--- src/rtl/mips_multicycle_ctrl.sv ---
// rtl/mips_multicycle_ctrl.sv - multicycle MIPS control FSM with ALU function decode
module mips_multicycle_ctrl (
    input  logic       clk,
    input  logic       rst_n,
    input  logic [5:0] op,
    input  logic [5:0] funct,
    input  logic       zero,
    output logic       pcen,
    output logic       iord,
    output logic       memwrite,
    output logic       irwrite,
    output logic       regdst,
    output logic       memtoreg,
    output logic       regwrite,
    output logic       alusrca,
    output logic [1:0] alusrcb,
    output logic [1:0] pcsrc,
    output logic [2:0] alucontrol,
    output logic [3:0] state
);

    typedef enum logic [3:0] {
        S_FETCH   = 4'd0,
        S_DECODE  = 4'd1,
        S_MEMADR  = 4'd2,
        S_MEMRD   = 4'd3,
        S_MEMWB   = 4'd4,
        S_MEMWR   = 4'd5,
        S_RTYPEEX = 4'd6,
        S_RTYPEWB = 4'd7,
        S_BEQEX   = 4'd8,
        S_ADDIEX  = 4'd9,
        S_ADDIWB  = 4'd10,
        S_JEX     = 4'd11
    } state_t;

    localparam logic [5:0] OP_LW    = 6'b100011;
    localparam logic [5:0] OP_SW    = 6'b101011;
    localparam logic [5:0] OP_RTYPE = 6'b000000;
    localparam logic [5:0] OP_BEQ   = 6'b000100;
    localparam logic [5:0] OP_ADDI  = 6'b001000;
    localparam logic [5:0] OP_J     = 6'b000010;

    state_t     state_q;
    state_t     state_d;
    logic       pcwrite;
    logic       branch;
    logic [1:0] aluop;

    always_ff @(posedge clk or negedge rst_n) begin
        if (!rst_n) begin
            state_q <= S_FETCH;
        end else begin
            state_q <= state_d;
        end
    end

    always_comb begin
        state_d = S_FETCH;
        case (state_q)
            S_FETCH:   state_d = S_DECODE;
            S_DECODE: begin
                case (op)
                    OP_LW, OP_SW: state_d = S_MEMADR;
                    OP_RTYPE:     state_d = S_RTYPEEX;
                    OP_BEQ:       state_d = S_BEQEX;
                    OP_ADDI:      state_d = S_ADDIEX;
                    OP_J:         state_d = S_JEX;
                    default:      state_d = S_FETCH;
                endcase
            end
            S_MEMADR:  state_d = (op == OP_LW) ? S_MEMRD : S_MEMWR;
            S_MEMRD:   state_d = S_MEMWB;
            S_RTYPEEX: state_d = S_RTYPEWB;
            S_ADDIEX:  state_d = S_ADDIWB;
            // Terminal states and the unused codes 12-15 all return to fetch.
            default:   state_d = S_FETCH;
        endcase
    end

    always_comb begin
        pcwrite  = 1'b0;
        branch   = 1'b0;
        iord     = 1'b0;
        memwrite = 1'b0;
        irwrite  = 1'b0;
        regdst   = 1'b0;
        memtoreg = 1'b0;
        regwrite = 1'b0;
        alusrca  = 1'b0;
        alusrcb  = 2'b00;
        pcsrc    = 2'b00;
        aluop    = 2'b00;
        case (state_q)
            S_FETCH: begin
                irwrite = 1'b1;
                pcwrite = 1'b1;
                alusrcb = 2'b01;
            end
            S_DECODE:  alusrcb = 2'b11;
            S_MEMADR, S_ADDIEX: begin
                alusrca = 1'b1;
                alusrcb = 2'b10;
            end
            S_MEMRD:   iord = 1'b1;
            S_MEMWB: begin
                memtoreg = 1'b1;
                regwrite = 1'b1;
            end
            S_MEMWR: begin
                iord     = 1'b1;
                memwrite = 1'b1;
            end
            S_RTYPEEX: begin
                alusrca = 1'b1;
                aluop   = 2'b10;
            end
            S_RTYPEWB: begin
                regdst   = 1'b1;
                regwrite = 1'b1;
            end
            S_BEQEX: begin
                alusrca = 1'b1;
                aluop   = 2'b01;
                pcsrc   = 2'b01;
                branch  = 1'b1;
            end
            S_ADDIWB:  regwrite = 1'b1;
            S_JEX: begin
                pcsrc   = 2'b10;
                pcwrite = 1'b1;
            end
            default: ;
        endcase
    end

    // Unlisted R-type functs map to 011, which the ALU resolves to a zero result.
    always_comb begin
        alucontrol = 3'b010;
        case (aluop)
            2'b01: alucontrol = 3'b110;
            2'b10: begin
                case (funct)
                    6'b100000: alucontrol = 3'b010;
                    6'b100010: alucontrol = 3'b110;
                    6'b100100: alucontrol = 3'b000;
                    6'b100101: alucontrol = 3'b001;
                    6'b101010: alucontrol = 3'b111;
                    default:   alucontrol = 3'b011;
                endcase
            end
            default: alucontrol = 3'b010;
        endcase
    end

    assign pcen  = pcwrite | (branch & zero);
    assign state = state_q;

endmodule

--- config.mk ---
export PLATFORM = sky130hd
export DESIGN_NAME = mips_multicycle_ctrl
export DESIGN_NICKNAME = d
export VERILOG_FILES = /design/src/rtl/mips_multicycle_ctrl.sv
export SDC_FILE = /design/constraint.sdc
export NUM_CORES = 1
export LEC_CHECK = 0
export BUFFER_PORTS_ARGS = -buffer_cell sky130_fd_sc_hd__buf_2
export CORE_MARGIN = 8
export CORE_UTILIZATION = 37
export DETAILED_ROUTE_END_ITERATION = 8
export PLACE_DENSITY = 0.77
export SETUP_SLACK_MARGIN = 0.5
export SYNTH_ARGS = -nofsm -noshare
export SYNTH_HDL_FRONTEND = slang
export SYNTH_SLANG_ARGS = --single-unit
--- constraint.sdc ---
create_clock -name clk -period 1.75 [get_ports clk]
set_input_delay 0.35 -clock clk [delete_from_list [all_inputs] [get_ports clk]]
set_output_delay 0.35 -clock clk [all_outputs]
set_load 0.01 [all_outputs]
==> metrics.md, run 1 <==
| Metric | Value |
|---|---|
| Outcome | finished with violations |
| Failing checks | setup timing |
| Initial core utilization | 0.401 |
| Worst Reg-to-Reg Cells | 7 |
| CTS tree | yes |
| Final period util | 1.21 |
| Via density | 5.88 |
| Power Total | roughly 1.2 mW |
| N_diodes | 0 |
| Maxcap violations | 0 |
| Yosys cell types | 32 |
| Setup ws final | -0.363 ns |
| Area contributors post-synth | dfrtp_1 (19%), nor3_1 (8.4%), ha_1 (7.0%) |
| Worst min path class | primary input to asynchronous set/reset pin |
| Largest register FFs | 4 |
| Critical path arrival | roughly 1.8 ns |
| Core Util, Final | 0.893 |
| Post-synth top area share | 0.187 |
| Top FF cell, synth | dfrtp_1 |
| Die Span X | roughly 54 microns |
| Vias in the first global route | 796 |
| Top post-synthesis cells by count | nor3_1 (9), inv_1 (6), nor2_1 (6) |
| Mapped Area | around 530 sq um |
| Clk slew on worst S/H paths | around 0.04 ns |
| Leakage | around 0.54 nW |
| GRT Total Usage | 0.155 |
| DRT antenna net count | 0 |
| Setup CP Type | flop to output pin |
| Routed WL per cell | 18.5 microns |
| Number of setup violations in the final report | 12 |
| Placement-stage cell area | roughly 830 sq um |
| Detailed placement HPWL | between 1500 and 2000 microns |
| Routed via count | 859 |
| Core Region | roughly 1300 sq um |
| Final RePlAce weighted congestion | 0.826 |
| Clock buffer depth | 2 |
| RSZ-0062 raised after global routing | yes |
| WHS | 0.461 ns |
| Pwr dens | 1020 nW/um^2 |
| Worst clock skew | ~0.0046 ns |
| Syn_nets | a little over 90 |
| Async S/R FF share, synth | 1.00 |
| Top-count cell post-synth | nor3_1 |
| Largest net degree at the start of global routing | 13 |
| Grt ovf | 0 |
| Crit Path Max Fanout | 7 |
| Fin crit period | 2.11 ns |
| Die span in y | 54 microns |
| Relative slew slack | 0.643 |
| Pins over their slew limit | 0 |
| Avg Inst Size Synth | between 7 and 8 sq um |
| Num ports | 34 |
| IO Port Bufs | 33 |
| # fillers | 60 |
| Drt drc | 0 |
| Layout cells sized above 1 | 0.702 |
| Hold Vio Cnt, Final | 0 |
| Cell accounting for the most synthesized area | dfrtp_1 |
| R2r startpoint | state[3] |
| Part of the Yosys area used for sequential elements | 0.187 |
| Clk_lat worst skew | between 0.2 and 0.25 ns |
| Sinks on Clock Net | 4 |
| # rows | 13 |
| Final Cell Area | about 1200 sq um |
| Cells after Synth | 73 |
| Startpoint types | flop |
| Die footprint | 2920 sq um |
| Root buf cell | clkbuf_4 |
| Reg-to-reg slack, setup | -0.04 ns |
| CTS H-tree depth | 1 |
| Reg2reg end | state[2] |
| Total CTS buffers | 3 |
| Final nets | 151 |
| Post-synth EDFFs | 0 |
| DR iter-0 viols | 20 |
| CP Capture Type | output pin |
| Worst EP required | 1.40 ns |
| Area grow syn2layout | 123% |
| Yosys warnings | 0 |
| Initial DRT Pass Iterations | 4 |
| Fmax | between 0.4 and 0.5 GHz |
| First-pass GRT wire length | 3430 microns |
| Initial antenna violation count | 0 |
| Final WL | 2710 microns |
| Peak ir drop on the vdd network | roughly 800 uV |
| Register bit count reported by yosys | 4 |
| Slew @ Worst Pin | ~0.53 ns |
==> where the power goes <==
part | internal [mW] | switching, mW
registers | 0.118 | 0.0234
logic | 0.494 | 0.464
clock network | 0.0769 | 0.0405
total | 0.688 | 0.528
==> worst max path at each step <==
| stage | depth (start not counted) | slack (ns) | end | start |
|---|---|---|---|---|
| after detailed placement | 6 | -0.09 | alucontrol[1] | state[3] |
| after floorplan | 6 | -0.13 | alucontrol[1] | state[3] |
| after CTS | 6 | -0.26 | alucontrol[1] | state[3] |
| after global routing | 6 | -0.42 | alucontrol[1] | state[3] |
| after global placement | 5 | -0.07 | alucontrol[1] | state[2] |
| final | 6 | -0.36 | alusrca | state[3] |
==> worst max-delay path, cell delays in order, from the launching register on <==
cell and delay, ns:
dfrtp_1 0.40, buf_6 0.13, buf_4 0.12, buf_6 0.13, or4b_4 0.56, nand3_2 0.09, buf_6 0.10
==> cell usage in the layout, fill, tap and decap left out, types with 2 or more instances in the layout <==
| cell | Yosys | layout |
|---|---|---|
| clkbuf_4 | 0 | 3 |
| nor3_1 | 9 | 4 |
| buf_6 | 1 | 19 |
| nor3_4 | 0 | 2 |
| nor2_1 | 6 | 4 |
| ha_4 | 0 | 2 |
| dfrtp_2 | 0 | 2 |
| nor3_2 | 0 | 3 |
| buf_4 | 0 | 7 |
| nor2_2 | 0 | 2 |
| nand2b_1 | 3 | 2 |
| inv_2 | 0 | 2 |
| a21oi_1 | 5 | 3 |
| inv_1 | 6 | 3 |
| o211ai_1 | 2 | 2 |
| nand2_1 | 3 | 2 |
| nand3_2 | 0 | 2 |
| dfrtp_1 | 4 | 2 |
| xor2_1 | 2 | 2 |
| buf_2 | 3 | 29 |
| nor4_1 | 3 | 2 |
| a21oi_2 | 0 | 2 |
| buf_12 | 0 | 2 |
| nand3_1 | 4 | 2 |
==> metrics by stage <==
stage	worst slack [ns]	TNS (ns)	cells
floorplan	-0.125	-0.245	73
global placement	-0.0660	-0.0753	128
detailed placement	-0.0869	-0.136	128
CTS	-0.260	-0.928	140
global route	-0.417	-2.29	146
finish	-0.363	-1.60	146
==> kinds of logic (layout without fill, tap and decap cells) <==
family,Yosys count,in the layout,synth area share
AO/OA/AOI/OAI,16,16,0.211
AND/OR/NAND/NOR,36,36,0.375
adder cells (fa/ha/maj),3,3,0.0703
XOR/XNOR,4,4,0.0656
flip-flops,4,4,0.187
buffers and inverters,10,68,0.0913
==> repair_timing <==
item	4_1_cts	5_1_grt
cloned	0	0
setup buffers	8	6
pin swaps	4	13
setup endpoints to repair	21	22
gates resized for setup	22	26
hold buffers	1	0
hold endpoints to repair	4	0
==> final cells by class <==
type	instances	area [sq um]	share of cell area
well taps	15	18.8	0.0158
clock buffers	3	22.5	0.0189
flip-flops and latches	4	103	0.0861
inverters	6	25.0	0.0210
repair buffers	59	477	0.400
multi-input cells	59	546	0.458
==> routing by layer <==
layer	vias to the layer above	global-route usage	routed length, microns
met4	0	0.0615	76
met1	403	0.181	1110
li1	394	-	-
met5	-	0	0
met2	52	0.276	1330
met3	10	0.0248	192
Note: power is estimated with default switching activity, not from simulation.
==> run 2: changes to the inputs <==
CORE_UTILIZATION = 26   (was 37)
PLACE_DENSITY = 0.58   (was 0.77)
==> metrics.md, run 2 (same netlist as run 1, synthesis figures left out) <==
| Metric | Value |
|---|---|
| Critical-path cell list | or2b_4 > nor3_4 > inv_2 > ha_4 > a211o_1 > buf_2 |
| Worst clock skew | between 0.006 and 0.007 ns |
| Core Region | between 1500 and 2000 sq um |
| Drt drc | 0 |
| Crit Path Max Fanout | 3 |
| Slew @ Worst Pin | 0.410 ns |
| Initial antenna violation count | 0 |
| Sw frac | 0.441 |
| GRT Total Usage | 0.122 |
| Sequential cell area | 103 sq um |
| Psw | between 500 and 600 uW |
| Outcome | finished with violations |
| Clk slew on worst S/H paths | approximately 0.040 ns |
| Power Total | ~1.3 mW |
| DR iter-0 viols | 12 |
| Area grow syn2layout | 131% |
| Number of setup violations in the final report | 10 |
| Routed WL per cell | about 15 microns |
| Root buf cell | clkbuf_4 |
| Initial DRT Pass Iterations | 4 |
| Kind of cell adding the most delay to the critical path | simple AND/OR/NAND/NOR gates |
| IO Port Bufs | 33 |
| Pins over their slew limit | 0 |
| Final Cell Area | around 1200 sq um |
| Placement-stage cell area | 831 sq um |
| Grt ovf | 0 |
| Clk_lat worst skew | around 0.26 ns |
| WHS | around 0.43 ns |
| Detailed placement HPWL | between 1500 and 2000 microns |
| Routed via count | just under 800 |
| Buf/Inv on CP | 2 |
| DRT antenna net count | 0 |
| First-pass GRT wire length | 3440 microns |
| Hold Vio Cnt, Final | 0 |
| Final period util | 1.16 |
| Total CTS buffers | 3 |
| Commonest cells after routing, fill and taps aside | buf_2 (28), buf_6 (16), buf_4 (10) |
| Largest net degree at the start of global routing | 10 |
| Die footprint | roughly 3800 sq um |
| Commonest non-fill, non-tap cell in the layout | buf_2 |
| Fmax | 0.492 GHz |
| Comb power frac | 0.784 |
| Failing checks | setup timing |
| Critical path arrival | 1.68 ns |
| Clock buffer depth | 2 |
| Critical Path Slowest Stage Cell | dfrtp_2 |
| Via density | 4.97 |
| RSZ-0062 raised after global routing | yes |
| Final nets | between 150 and 200 |
| Internal Power | around 700 uW |
| Die Span X | between 60 and 70 microns |
| Peak ir drop on the vdd network | around 580 uV |
| CP Capture Type | output pin |
| CTS H-tree depth | 1 |
| Multi-input logic area | about 570 sq um |
| # fillers | approximately 160 |
| N_diodes | 0 |
| # rows | 16 |
| Fin crit period | ~2.0 ns |
| Die span in y | approximately 61 microns |
| Relative slew slack | 0.725 |
| Largest register FFs | 4 |
| Num ports | 34 |
| CTS tree | yes |
| Worst min path class | primary input to asynchronous set/reset pin |
| Setup TNS | -1.39 ns |
| Max incr delay on CP | 0.40 ns |
| Core Util, Final | 0.635 |
| Startpoint types | flop |
| Final WL | roughly 2400 microns |
| Setup ws final | -0.284 ns |
| Part of the power in registers | 0.116 |
| Worst EP required | 1.40 ns |
| Maxcap violations | 0 |
| Final RePlAce weighted congestion | about 0.78 |
| Initial core utilization | 0.275 |
| Pwr dens | 1030 nW/um^2 |
| Vias in the first global route | between 700 and 800 |
| Leakage | around 0.56 nW |
| Reg-to-reg slack, setup | ~0.17 ns |
| Layout cells sized above 1 | 0.733 |
| Setup CP Type | flop to output pin |
| Clk network pwr share | 0.101 |
| Sinks on Clock Net | 4 |
run 2: final timing paths:
path | start | end | depth (start not counted)
worst max-delay path | state[2] | alucontrol[1] | 6
worst min-delay path | rst_n | state[3] | 2
worst max register to register | state[2] | state[1] | 5
worst min register to register | state[3] | state[0] | 2
max in group asynchronous | rst_n | state[1] | 2
min in group clk | op[4] | state[0] | 4
run 2: area by class of cell:
class | count | share of cell area
clock buffers | 3 | 0.0183
repair buffers | 59 | 0.377
inverters | 6 | 0.0284
well taps | 27 | 0.0274
flip-flops and latches | 4 | 0.0832
multi-input cells | 59 | 0.466
run 2: timing repair:
| action | 4_1_cts | 5_1_grt |
|---|---|---|
| gates resized for setup | 34 | 19 |
| endpoints found under the setup margin | 22 | 22 |
| hold endpoints to repair | 4 | 0 |
| hold buffers | 1 | 0 |
| pin swaps | 10 | 8 |
| buffers inserted | 12 | 4 |
run 2: through the flow:
| stage | setup WS (ns) | instances |
|---|---|---|
| after floorplan | -0.125 | 73 |
| after global placement | -0.0514 | 138 |
| after detailed placement | -0.0497 | 138 |
| after CTS | -0.293 | 154 |
| after global routing | -0.366 | 158 |
| final | -0.284 | 158 |
run 2: worst reg2reg max path, cell delays in order (launching register included):
cell	delay [ns]
dfrtp_2	0.40
buf_4	0.14
buf_8	0.12
buf_6	0.13
or4_4	0.54
o221ai_2	0.16
run 2: power groups by stage:
stage                     Clock [mW]  Combinational, mW  Sequential, mW
final                          0.128              0.994           0.147
after global routing           0.136               1.07           0.149
after CTS                      0.124              0.912           0.144
after detailed placement           0              0.613           0.141
after global placement             0              0.609           0.140
after floorplan                    0              0.362           0.164
run 2: per-layer routing:
metal  routed length [microns]  track usage  vias to the layer above
met1                      1020        0.139                      365
li1                          -            -                      387
met5                         0            0                        -
met4                        70       0.0877                        0
met2                      1180        0.201                       28
met3                       146       0.0209                        5
==> run 3: changes to the inputs <==
CELL_PAD_IN_SITES_DETAIL_PLACEMENT = 1   (was not set)
CELL_PAD_IN_SITES_GLOBAL_PLACEMENT = 2   (was not set)
CORE_UTILIZATION = 18   (was 26)
PLACE_DENSITY = 0.75   (was 0.58)
==> metrics.md, run 3 (same netlist as run 1, synthesis figures left out) <==
| Metric | Value |
|---|---|
| Outcome | finished with violations |
| Failing checks | setup timing |
| Leakage | 0.589 nW |
| Commonest cells after routing, fill and taps aside | buf_2 (27), buf_6 (20), buf_4 (13) |
| Number of setup violations in the final report | 15 |
| Clk_lat worst skew | between 0.2 and 0.25 ns |
| Critical-path cell list | buf_4 > buf_12 > nand4_1 > ha_1 > a211o_1 > buf_2 |
| Initial antenna violation count | 0 |
| Placed insts | about 150 |
| Cell count along the critical path | 6 |
| IO Port Bufs | 33 |
| Multi-input logic area | ~590 sq um |
| Drt drc | 0 |
| Peak ir drop on the vdd network | around 500 uV |
| CP Capture Type | output pin |
| Sequential cell area | 103 sq um |
| Hold Vio Cnt, Final | 0 |
| RSZ-0062 raised after global routing | yes |
| Worst clock skew | 0.00948 ns |
| CTS tree | yes |
| Max incr delay on CP | between 0.3 and 0.4 ns |
| Grt ovf | 0 |
| Num ports | 34 |
| Critical Path Slowest Stage Cell | dfrtp_2 |
| Crit Path Max Fanout | 4 |
| Startpoint types | flop |
| Final nets | between 150 and 200 |
| Routed via count | approximately 830 |
| First-pass GRT wire length | around 4100 microns |
| Sinks on Clock Net | 4 |
| Slew @ Worst Pin | 0.494 ns |
| Commonest non-fill, non-tap cell in the layout | buf_2 |
| Via density | between 4 and 5 |
| Clock buffer depth | 2 |
| Vias in the first global route | a little under 900 |
| Largest net degree at the start of global routing | 10 |
| Layout cells sized above 1 | 0.754 |
| Final period util | 1.20 |
| GRT Total Usage | 0.0995 |
| # rows | 19 |
| Buf/Inv on CP | 3 |
| Core Region | about 2800 sq um |
| DR iter-0 viols | 19 |
| # fillers | about 320 |
| Largest register FFs | 4 |
| DRT antenna net count | 0 |
| Relative slew slack | 0.667 |
| Die footprint | 4970 sq um |
| Maxcap violations | 0 |
| WHS | between 0.4 and 0.5 ns |
| Area grow syn2layout | 148% |
| Initial DRT Pass Iterations | 4 |
| Fmax | about 0.48 GHz |
| Setup ws final | -0.343 ns |
| Final instance count without filler cells | between 150 and 200 |
| Clk slew on worst S/H paths | 0.04 ns |
| Total CTS buffers | 3 |
| N_diodes | 0 |
| Worst Reg-to-Reg Cells | 7 |
| Critical path arrival | ~1.7 ns |
| Setup CP Type | flop to output pin |
| Initial core utilization | 0.192 |
| Worst EP required | 1.40 ns |
| Kind of cell adding the most delay to the critical path | buffers and inverters |
| Worst min path class | primary input to asynchronous set/reset pin |
| Pwr dens | around 1000 nW/um^2 |
| Root buf cell | clkbuf_4 |
| Final WL | 2760 microns |
| Final RePlAce weighted congestion | around 0.76 |
| CTS H-tree depth | 1 |
| Detailed placement HPWL | ~1800 microns |
| Routed WL per cell | ~16 microns |
| Die Span X | 70.5 microns |
| Fin crit period | roughly 2.1 ns |
| Die span in y | between 70 and 80 microns |
| Pins over their slew limit | 0 |
[run 3: metal layers]
metal	up-vias	GRT usage	routed length, microns
met5	-	0	0
met4	0	0.0603	57
met3	4	0.0311	191
met2	30	0.162	1400
met1	392	0.110	1110
li1	399	-	-
[run 3: layout make-up]
type	count	share of cell area
repair buffers	65	0.405
clock buffers	4	0.0198
multi-input cells	59	0.448
inverters	6	0.0207
flip-flops and latches	4	0.0773
well taps	31	0.0292
[run 3: report_power, final]
group / internal, mW / switching (mW) / leakage (nW)
clock network: 0.0859 / 0.0441 / 0.0150
logic: 0.587 / 0.512 / 0.524
registers: 0.117 / 0.0320 / 0.0499
total: 0.791 / 0.589 / 0.589
[run 3: what timing repair did]
| action | CTS | global route |
|---|---|---|
| hold buffers | 1 | 0 |
| endpoints found under the hold margin | 4 | 0 |
| setup buffers | 9 | 10 |
| resized for setup | 33 | 29 |
| setup endpoints to repair | 21 | 23 |
| pin swaps | 7 | 11 |
[run 3: metrics by stage]
step	total power [mW]	setup TNS [ns]	instance area [sq um]	util	worst slack, ns
detailed placement	0.791	-0.174	858	0.309	-0.0854
global placement	0.781	-0.103	858	0.309	-0.0652
global route	1.47	-2.91	1330	0.477	-0.399
CTS	1.14	-1.69	1120	0.403	-0.344
finish	1.38	-1.95	1330	0.477	-0.343
floorplan	0.526	-0.245	599	-	-0.125
[run 3: final timing paths]
check                              start  slack (ns)       endpoint
worst min-delay path               rst_n        0.43       state[1]
worst min register to register  state[3]        0.66       state[0]
max in group asynchronous          rst_n        1.19       state[2]
min in group clk                   op[4]        0.47       state[1]
worst max register to register  state[1]       -0.05       state[1]
worst max-delay path            state[2]       -0.34  alucontrol[1]
